File: config.mk
export PLATFORM = sky130hd
export DESIGN_NAME = reg_wb_ctrl
export DESIGN_NICKNAME = d
export VERILOG_FILES = /design/src/rtl/reg_wb_ctrl.sv
export SDC_FILE = /design/constraint.sdc
export NUM_CORES = 1
export LEC_CHECK = 0
export CAP_MARGIN = 5
export CORE_UTILIZATION = 40
export DETAILED_ROUTE_END_ITERATION = 7
export GPL_TIMING_DRIVEN = 0
export PLACE_DENSITY = 0.74
export REMOVE_ABC_BUFFERS = 1
export SLEW_MARGIN = 40
export SYNTH_ARGS = -nofsm -noshare
export SYNTH_HDL_FRONTEND = slang
export SYNTH_SLANG_ARGS = --single-unit
File: constraint.sdc
create_clock -name clk -period 6.2 [get_ports clk]
set_input_delay 1.86 -clock clk [delete_from_list [all_inputs] [get_ports clk]]
set_output_delay 1.86 -clock clk [all_outputs]
set_load 0.01 [all_outputs]
File: src/rtl/reg_wb_ctrl.sv
// reg_wb_ctrl: register-file write-port initiator.
// The ALU and load/store result buses feed one in-order write queue.
// The queue drains one entry per cycle onto the registered we/waddr/wdata outputs.
// Two combinational lookup ports give decode the youngest queued data for an address.
module reg_wb_ctrl #(
  parameter int ADDR_W = 5,
  parameter int DATA_W = 32,
  parameter int DEPTH  = 4
) (
  input  logic                     clk,
  input  logic                     rst,
  input  logic                     lsu_valid,
  input  logic [ADDR_W-1:0]        lsu_waddr,
  input  logic [DATA_W-1:0]        lsu_wdata,
  input  logic                     alu_valid,
  input  logic [ADDR_W-1:0]        alu_waddr,
  input  logic [DATA_W-1:0]        alu_wdata,
  output logic                     in_ready,
  output logic                     we,
  output logic [ADDR_W-1:0]        waddr,
  output logic [DATA_W-1:0]        wdata,
  input  logic [ADDR_W-1:0]        raddr1,
  output logic                     hit1,
  output logic [DATA_W-1:0]        fdata1,
  input  logic [ADDR_W-1:0]        raddr2,
  output logic                     hit2,
  output logic [DATA_W-1:0]        fdata2,
  output logic [$clog2(DEPTH):0]   count
);

  localparam int PW = $clog2(DEPTH);
  localparam int CW = PW + 1;
  // The queue accepts a cycle's inputs only while two slots are free, so both sources always fit.
  localparam logic [CW-1:0] READY_MAX = CW'(DEPTH - 2);

  logic [ADDR_W-1:0] addr_mem [DEPTH];
  logic [DATA_W-1:0] data_mem [DEPTH];

  logic [PW-1:0] head_reg;
  logic [PW-1:0] tail_reg;
  logic [CW-1:0] count_reg;
  logic [CW-1:0] count_next;
  logic [PW-1:0] alu_slot;

  logic          lsu_push;
  logic          alu_push;
  logic          pop;

  logic [DEPTH-1:0] match1;
  logic [DEPTH-1:0] match2;

  assign in_ready = rst && (count_reg <= READY_MAX);
  // A write to x0 is accepted by the handshake but never stored.
  assign lsu_push = lsu_valid && in_ready && (lsu_waddr != '0);
  assign alu_push = alu_valid && in_ready && (alu_waddr != '0);
  assign pop      = (count_reg != '0);
  // Load data is older than ALU data in the same cycle, so ALU takes the slot after it.
  assign alu_slot = tail_reg + PW'(lsu_push);
  assign count    = count_reg;

  assign count_next = count_reg + CW'(lsu_push) + CW'(alu_push) - CW'(pop);

  generate
    for (genvar gi = 0; gi < DEPTH; gi++) begin : g_entry
      logic [PW-1:0] age;
      logic          valid;

      // Entry storage needs no reset; occupancy is defined by head and count alone.
      always_ff @(posedge clk) begin
        if (lsu_push && (tail_reg == PW'(gi))) begin
          addr_mem[gi] <= lsu_waddr;
          data_mem[gi] <= lsu_wdata;
        end else if (alu_push && (alu_slot == PW'(gi))) begin
          addr_mem[gi] <= alu_waddr;
          data_mem[gi] <= alu_wdata;
        end
      end

      assign age       = PW'(gi) - head_reg;
      assign valid     = (CW'(age) < count_reg);
      assign match1[gi] = valid && (addr_mem[gi] == raddr1);
      assign match2[gi] = valid && (addr_mem[gi] == raddr2);
    end
  endgenerate

  // Queue pointers and occupancy; a reset discards anything still queued.
  always_ff @(posedge clk) begin
    if (!rst) begin
      head_reg  <= '0;
      tail_reg  <= '0;
      count_reg <= '0;
    end else begin
      head_reg  <= head_reg + PW'(pop);
      tail_reg  <= tail_reg + PW'(lsu_push) + PW'(alu_push);
      count_reg <= count_next;
    end
  end

  // Register-file write stage: pop the head whenever the queue holds something.
  always_ff @(posedge clk) begin
    if (!rst) begin
      we    <= 1'b0;
      waddr <= '0;
      wdata <= '0;
    end else if (pop) begin
      we    <= 1'b1;
      waddr <= addr_mem[head_reg];
      wdata <= data_mem[head_reg];
    end else begin
      we    <= 1'b0;
    end
  end

  // Lookup walks the queue oldest to youngest so the last match is the youngest.
  always_comb begin
    logic [PW-1:0] idx;
    hit1   = 1'b0;
    fdata1 = '0;
    hit2   = 1'b0;
    fdata2 = '0;
    idx    = '0;
    for (int k = 0; k < DEPTH; k++) begin
      idx = head_reg + PW'(k);
      if (match1[idx] && (raddr1 != '0)) begin
        hit1   = 1'b1;
        fdata1 = data_mem[idx];
      end
      if (match2[idx] && (raddr2 != '0)) begin
        hit2   = 1'b1;
        fdata2 = data_mem[idx];
      end
    end
  end

endmodule

==> metrics.txt, run 1 <==
outcome=complete, but fails checks; violated checks=setup timing; max-cap viol count=0; Final Power=7.11 mW; synthesized instance count=1,259; root buffer cell=clkbuf_16; commonest non-fill, non-tap cell in the layout=mux2_2; Seq/Total Area, Yosys=38.6%; leakage power=6.33 nW; CTS clock-pin slew for the worst setup and hold paths=0.07 ns; HPWL after detailed placement=30,500 µm; die area=35,300 µm²; first drt pass iteration count=5; post-synthesis async set-or-reset flop share=0%; Wirelength per Cell=24.4 µm; Peak Freq=0.158 GHz; die height=188 µm; Post-CTS Hold Buffers=0; max-slew violations=0; Crit. Startpoint=raddr1[4]; worst-margin pin slew=0.646 ns; Post-synth top flop=edfxtp_1; Core Region=33,800 µm²; IO buf count=195; Biggest register=data_mem; HP Class=reg -> reg; setup slack, reg-to-reg=2.28 ns; Starting Density=41.0%; # setup viols final=31; post-synthesis cell type count=62; Synth warnings=0; period utilization=102%; placed inst area=16,900 µm²; I/O Pins=196; clk_skew=0.00856 ns; Crit path arrival time=4.48 ns; RSZ-0062 raised after global routing=yes; routed vias/inst=6.23; Worst Path Required=4.34 ns; final setup margin=-0.142 ns; layout cells sized above 1=36.6%; DRT Wirelength=46,900 µm; largest net degree at the start of global routing=47; number of synthesized flops with an enable pin=148; Net count, final=1,557; Pwr per Cell Area=384 nW/µm²; Avg Inst Size Synth=11.0 µm²; GRT Util Overall=26.1%; clock sinks=193; Slew headroom=56.9%; max reg flops=128; crit path to=fdata1[13]; first-pass GRT wire length=70,000 µm; Cell Area, Synth=13,800 µm²; vias in the first global route=11,953; DIE WIDTH=188 µm; flops & latches, synth=193; antenna violations before repair=0; crit end category=output pin; later-pin clock latency in the skew report=0.45 ns; GP Congestion=0.881; crit start category=primary input; crit path kind=in -> out; total CTS buffers=17; Final Hold Viols=0; 1st-iter DRT viols=990; cell row count=67; most frequent cells in the layout=mux2_2 (187), edfxtp_1 (148), nand2_1 (142), clkdlybuf4s50_1 (118), o21ai_0 (65); largest registers=data_mem (128), wdata (32), addr_mem (20); Max FO, Critical Path=32; post-route minimum period=6.34 ns; Area Overhead vs Synth=33.9%; Reg-to-Reg Start=count[2]; grt ovf=0; reg2reg end=data_mem[0][20]; Routed Antenna Nets=0; clock buffer depth=2; VDD IR max=222 µV; R2R cell count=11; Vias=11,958; CTS H-tree lvls=4; CTS tree=yes; Final Cell Area=18,500 µm²; drc violations=0
[power breakdown]
part | switching, mW | leakage (nW) | total [mW] | internal (mW)
clock | 0.529 | 0.284 | 1.13 | 0.598
sequential | 0.194 | 1.72 | 1.90 | 1.71
combinational | 2.22 | 4.33 | 4.09 | 1.86
[logic make-up (layout without fill, tap and decap cells)]
logic type | count (synthesis) | in the layout | synth area share (%)
buffers and inverters | 129 | 339 | 4.07
XOR/XNOR | 41 | 41 | 2.60
flip-flops | 193 | 193 | 38.6
AO/OA/AOI/OAI | 273 | 275 | 13.9
multiplexers | 317 | 317 | 30.0
other | 0 | 1 | 0
AND/OR/NAND/NOR | 295 | 295 | 9.71
adder cells (fa/ha/maj) | 11 | 11 | 1.10
[critical path, cell delays in order]
cell      delay (ns)
buf_12          0.12
buf_4           0.13
xor2_1          0.16
nor3_1          0.14
nand4_1         0.25
buf_4           0.22
mux2_2          0.34
o22a_4          0.23
buf_12          0.18
o211ai_4        0.18
buf_6           0.31
o221ai_1        0.17
buf_2           0.17
[cell usage after synthesis (all sizes together), types with 3 or more instances]
cell type | n | area, µm²
a21oi | 44 | 235
xnor2 | 26 | 228
dfxtp | 45 | 901
buf | 51 | 270
clkbuf | 62 | 233
xor2 | 15 | 131
nand2b | 10 | 62.6
or4 | 8 | 63.8
a211oi | 9 | 72.6
mux2 | 188 | 2120
nor3 | 7 | 35.0
a221o | 5 | 50.1
a221oi | 26 | 228
and3 | 5 | 31.3
ha | 9 | 113
mux4 | 59 | 1330
inv | 15 | 56.3
o22ai | 33 | 206
o21ai | 68 | 340
or3 | 7 | 43.8
a31o | 6 | 52.6
mux2i | 70 | 701
and2 | 13 | 81.3
edfxtp | 148 | 4440
nand2 | 142 | 533
nand4 | 4 | 25.0
o22a | 3 | 26.3
nor2 | 58 | 234
o221ai | 29 | 317
nor4 | 3 | 18.8
nand3 | 29 | 145
a21boi | 38 | 285
[worst min-delay path by stage]
stage               cells after the start       from  slack, ns   endpoint
global route                            2   wdata[7]       0.48   wdata[7]
detailed placement                      2   waddr[1]       0.46   waddr[1]
CTS                                     2   waddr[1]       0.47   waddr[1]
global placement                        2   waddr[1]       0.46   waddr[1]
floorplan                               2   waddr[0]       0.49   waddr[0]
finish                                  2  wdata[24]       0.47  wdata[24]
[metrics by stage]
stage / hold WS, ns / setup slack, ns / setup TNS (ns) / util, % / instances
floorplan: 0.485 / -5.27 / -336.56 / - / 1146
global placement: 0.457 / -11.54 / -1639.71 / 46.9 / 1789
detailed placement: 0.458 / -1.44 / -75.31 / 49.9 / 1841
CTS: 0.468 / -0.146 / -1.07 / 53.2 / 1906
global route: 0.481 / -0.187 / -4.80 / 54.8 / 1919
finish: 0.465 / -0.142 / -3.35 / 54.8 / 1920
[repair_timing]
item                       in CTS  in global routing
cloned                          7                  2
gates resized for setup       293                106
pin swaps                      24                 21
setup endpoints to repair      66                 63
buffers inserted               26                 13
[final cells by class]
type / instances / area [µm²]
fillers: 2750 / 15300
multi-input cells: 939 / 8700
flip-flops and latches: 193 / 5350
repair buffers: 291 / 3260
well taps: 448 / 561
clock buffers: 17 / 425
clock inverters: 15 / 155
inverters: 16 / 75.1
diodes: 1 / 2.50
[metal layers]
layer / vias to the layer above / share of wire (%) / GRT usage [%]
met1: 5961 / 39 / 31.6
li1: 5256 / - / -
met2: 590 / 50 / 44.9
met4: 0 / 4.0 / 12.7
met3: 151 / 7.4 / 4.34
met5: - / 0 / 0
No activity file was read; power rests on OpenSTA's default activity.
==> run 2: changes to the inputs <==
--- a/config.mk
+++ b/config.mk
@@ -8,7 +8,7 @@
 export CAP_MARGIN = 5
 export CORE_UTILIZATION = 40
 export DETAILED_ROUTE_END_ITERATION = 7
-export GPL_TIMING_DRIVEN = 0
+export MAX_ROUTING_LAYER = met4
 export PLACE_DENSITY = 0.74
 export REMOVE_ABC_BUFFERS = 1
 export SLEW_MARGIN = 40
==> metrics.txt, run 2 (same netlist as run 1, synthesis figures left out) <==
share of total power in the clock network=16.3%; Peak Freq=0.162 GHz; Starting Density=41.0%; first-pass GRT wire length=66,200 µm; root buffer cell=clkbuf_16; CTS tree=yes; first drt pass iteration count=5; largest net degree at the start of global routing=93; Max FO, Critical Path=16; setup TNS=0 ns; outcome=complete, no violations; Logic pwr share=55.7%; Crit path arrival time=4.31 ns; HPWL after detailed placement=29,000 µm; Area Overhead vs Synth=29.6%; Post-CTS Hold Buffers=0; commonest non-fill, non-tap cell in the layout=mux2_2; area of the multi-input gates=8700 µm²; max-cap viol count=0; leakage power=6.10 nW; Net count, final=1,547; die height=188 µm; Pwr per Cell Area=378 nW/µm²; Biggest register=data_mem; clk_skew=0.0107 ns; drc violations=0; HP Class=reg -> reg; later-pin clock latency in the skew report=0.45 ns; Sequential Area=5350 µm²; IO buf count=195; antenna violations before repair=4; clock buffer depth=2; crit path kind=in -> out; clock sinks=193; I/O Pins=196; Sw Ratio=41.9%; NetSw=2.83 mW; total CTS buffers=17; # setup viols final=0; CTS clock-pin slew for the worst setup and hold paths=0.07 ns; DIE WIDTH=188 µm; max reg flops=128; Worst Path Required=4.34 ns; period utilization=99.5%; DRT Wirelength=42,900 µm; Filler Cell Count=2,846; Slew headroom=47.7%; layout cells sized above 1=37.1%; Wirelength per Cell=22.4 µm; final core utilization=53.1%; cell row count=67; die area=35,300 µm²; Internal=3.94 mW; Routed Antenna Nets=0; grt ovf=0; crit start category=primary input; VDD IR max=272 µV; 1st-iter DRT viols=918; sequential power share=28.0%; worst-margin pin slew=0.776 ns; post-route minimum period=6.17 ns; routed vias/inst=6.03; GP Congestion=0.927; Vias=11,534; CTS H-tree lvls=4; Core Region=33,800 µm²; final setup margin=0.0289 ns; crit end category=output pin; RSZ-0062 raised after global routing=yes; GRT Util Overall=25.1%; largest registers=data_mem (128), wdata (32), addr_mem (20); most frequent cells in the layout=mux2_2 (188), edfxtp_1 (148), nand2_1 (142), clkdlybuf4s50_1 (118), o21ai_0 (66); WHS=0.460 ns; Layout Cells excl Fill=1,913; post-place setup slack=-0.866 ns; max-slew violations=0; vias in the first global route=11,549; Final Hold Viols=0; placed cells=1,868
[run 2: changes by cell type in the layout (fill, tap and decap cells not counted), moves of 5 or more]
cell,delta
buf_4,+32
buf_12,+5
a221oi_1,-5
buf_8,-27
dlygate4sd2_1,-6
buf_6,-11
o221ai_1,+9
buf_16,-12
buf_2,+16
clkdlybuf4s15_2,+7
clkdlybuf4s15_1,-5
o221ai_2,-11
[run 2: final cells by class]
type | instances | share of cell area, %
inverter | 16 | 0.335
antenna | 4 | 0.0558
clock buffer | 18 | 2.39
sequential | 193 | 29.9
multi-input combinational | 937 | 48.5
clock inverter | 14 | 0.844
timing repair buffer | 283 | 14.8
tap | 448 | 3.13
[run 2: worst paths after layout]
path	depth (start not counted)	end	slack, ns	from
min	2	wdata[5]	0.46	wdata[5]
min reg2reg	2	wdata[5]	0.46	wdata[5]
max reg2reg	10	addr_mem[2][3]	2.23	count[2]
max	10	fdata1[16]	0.03	raddr1[3]
[run 2: through the flow]
| step | instance area [µm²] | total power, mW |
|---|---|---|
| after floorplan | 13300 | 4.25 |
| after global routing | 17900 | 7.16 |
| final | 17900 | 6.77 |
| after global placement | 16700 | 5.34 |
| after detailed placement | 16800 | 5.44 |
| after CTS | 17700 | 6.67 |
[run 2: layer usage]
layer | track usage (%) | vias up | part of all wire (%)
met2 | 41.7 | 439 | 50
met1 | 30.8 | 5788 | 41
met5 | - | - | 0
met4 | 9.79 | 0 | 3.0
li1 | - | 5230 | -
met3 | 3.71 | 77 | 5.8
[run 2: power groups by stage]
stage | logic, mW | clock network, mW | registers (mW)
final | 3.77 | 1.11 | 1.89
after global routing | 4.07 | 1.17 | 1.93
after CTS | 3.65 | 1.13 | 1.89
after detailed placement | 3.53 | 0 | 1.91
after global placement | 3.44 | 0 | 1.90
after floorplan | 2.11 | 0 | 2.14
[run 2: worst max-delay path: stages]
cell and delay, ns:
buf_8 0.12, xnor2_4 0.15, nand3_2 0.09, or4_4 0.50, mux4_2 0.56, nor2_8 0.23
o211ai_4 0.14, buf_12 0.19, o221ai_2 0.26, buf_2 0.18
[run 2: timing repair]
action / CTS / global route
setup buffers: 6 / 3
cloned: 1 / 0
pin swaps: 40 / 17
gates resized for setup: 339 / 60
endpoints found under the setup margin: 66 / 65
==> run 3: changes to the inputs <==
--- a/config.mk
+++ b/config.mk
@@ -6,6 +6,7 @@
 export NUM_CORES = 1
 export LEC_CHECK = 0
 export CAP_MARGIN = 5
+export CORE_MARGIN = 2
 export CORE_UTILIZATION = 40
 export DETAILED_ROUTE_END_ITERATION = 7
 export MAX_ROUTING_LAYER = met4
==> metrics.txt, run 3 (same netlist as run 1, synthesis figures left out) <==
outcome=complete, but fails checks; later-pin clock latency in the skew report=0.46 ns; CTS tree=yes; I/O Pins=196; Worst Path Required=4.34 ns; crit start category=primary input; HP Class=reg -> reg; # setup viols final=1; 1st-iter DRT viols=960; first drt pass iteration count=6; Routed Antenna Nets=0; Peak Freq=0.161 GHz; Slew headroom=50.8%; Wirelength per Cell=23.5 µm; Biggest register=data_mem; max reg flops=128; vias in the first global route=11,872; Starting Density=40.3%; critical-path cell list=buf_8, xnor2_2, nand3_1, or4_4, mux4_2, nor2_8, buf_12, buf_16, mux2i_4, o221ai_4, buf_2; die area=36,100 µm²; max-cap viol count=0; setup slack, reg-to-reg=2.29 ns; Core Region=34,300 µm²; layout cells sized above 1=38.5%; Pwr per Cell Area=369 nW/µm²; Met3 Wirelength=3180 µm; final setup margin=-0.00291 ns; routed vias/inst=6.07; commonest non-fill, non-tap cell in the layout=mux2_2; grt ovf=0; post-place setup slack=-0.849 ns; total CTS buffers=17; CP max stage delay=0.56 ns; clock buffer depth=2; clk_skew=0.0104 ns; DRT met1 WL=18,400 µm; first-pass GRT wire length=68,900 µm; Final Hold Viols=0; CTS clock-pin slew for the worst setup and hold paths=0.07 ns; Net count, final=1,572; VDD IR max=220 µV; highest metal used=met4; Post-CTS Hold Buffers=0; worst-margin pin slew=0.737 ns; Area Overhead vs Synth=34.1%; cell row count=68; Crit path arrival time=4.34 ns; clock sinks=193; leakage power=6.35 nW; most frequent cells in the layout=mux2_2 (188), edfxtp_1 (148), nand2_1 (142), clkdlybuf4s50_1 (118), o21ai_0 (66); root buffer cell=clkbuf_16; slowest stage cell, crit path=mux4_2; DR WL met2=22,800 µm; setup TNS=-0.00291 ns; violated checks=setup timing; RSZ-0062 raised after global routing=yes; Max FO, Critical Path=8; Vias=11,825; WHS=0.460 ns; period utilization=100%; largest net degree at the start of global routing=145; DIE WIDTH=190 µm; IO buf count=195; crit end category=output pin; drc violations=0; crit path kind=in -> out; antenna violations before repair=6; die height=190 µm; GRT Util Overall=25.9%; Final Power=6.84 mW; max-slew violations=0; CTS H-tree lvls=4; DRT Wirelength=45,700 µm; GP Congestion=0.888; largest registers=data_mem (128), wdata (32), addr_mem (20); post-route minimum period=6.20 ns; HPWL after detailed placement=28,200 µm
==> run 3: worst max-delay path, delay by kind of cell <==
kind | cells | cell delay, ns
xor+xnor | 1 | 0.14
compound gates | 1 | 0.15
mux | 2 | 0.84
buf+inv | 4 | 0.61
simple gates | 3 | 0.70
==> run 3: layout make-up <==
cell class	count	area, µm²
Fill cell	2898	15700
Sequential cell	193	5350
Multi-Input combinational cell	937	8820
Inverter	16	61.3
Timing Repair Buffer	308	3200
Tap cell	455	569
Clock buffer	17	425
Clock inverter	15	109
Antenna cell	6	15.0
==> run 3: timing repair <==
item	4_1_cts	5_1_grt
setup endpoints to repair	66	61
gates cloned	6	1
resized for setup	328	87
endpoints found under the hold margin	0	0
pin swaps	39	22
buffers inserted	22	4
==> run 3: layer usage <==
layer | global-route usage, % | vias to the layer above
met1 | 31.5 | 5904
met5 | - | -
met2 | 43.2 | 528
met4 | 9.81 | 0
met3 | 4.24 | 103
li1 | - | 5290
==> run 3: worst paths after layout <==
| kind | end | cells after the start | start |
|---|---|---|---|
| setup / recovery | fdata1[30] | 11 | raddr1[4] |
| hold reg to reg | wdata[29] | 2 | wdata[29] |
| hold / removal | wdata[29] | 2 | wdata[29] |
| setup reg to reg | data_mem[2][7] | 10 | count[2] |
==> run 3: stage by stage <==
step | utilization (%) | std cells | cell area, µm²
after detailed placement | 49.5 | 1880 | 17000
after global placement | 49.5 | 1880 | 17000
final | 54.1 | 1947 | 18600
after floorplan | - | 1146 | 13300
after global routing | 54.1 | 1947 | 18600
after CTS | 52.9 | 1940 | 18100
==> run 3: report_power, final <==
group | internal [mW] | switching, mW
Sequential | 1.71 | 0.197
Clock | 0.517 | 0.536
Combinational | 1.74 | 2.15
Total | 3.96 | 2.88
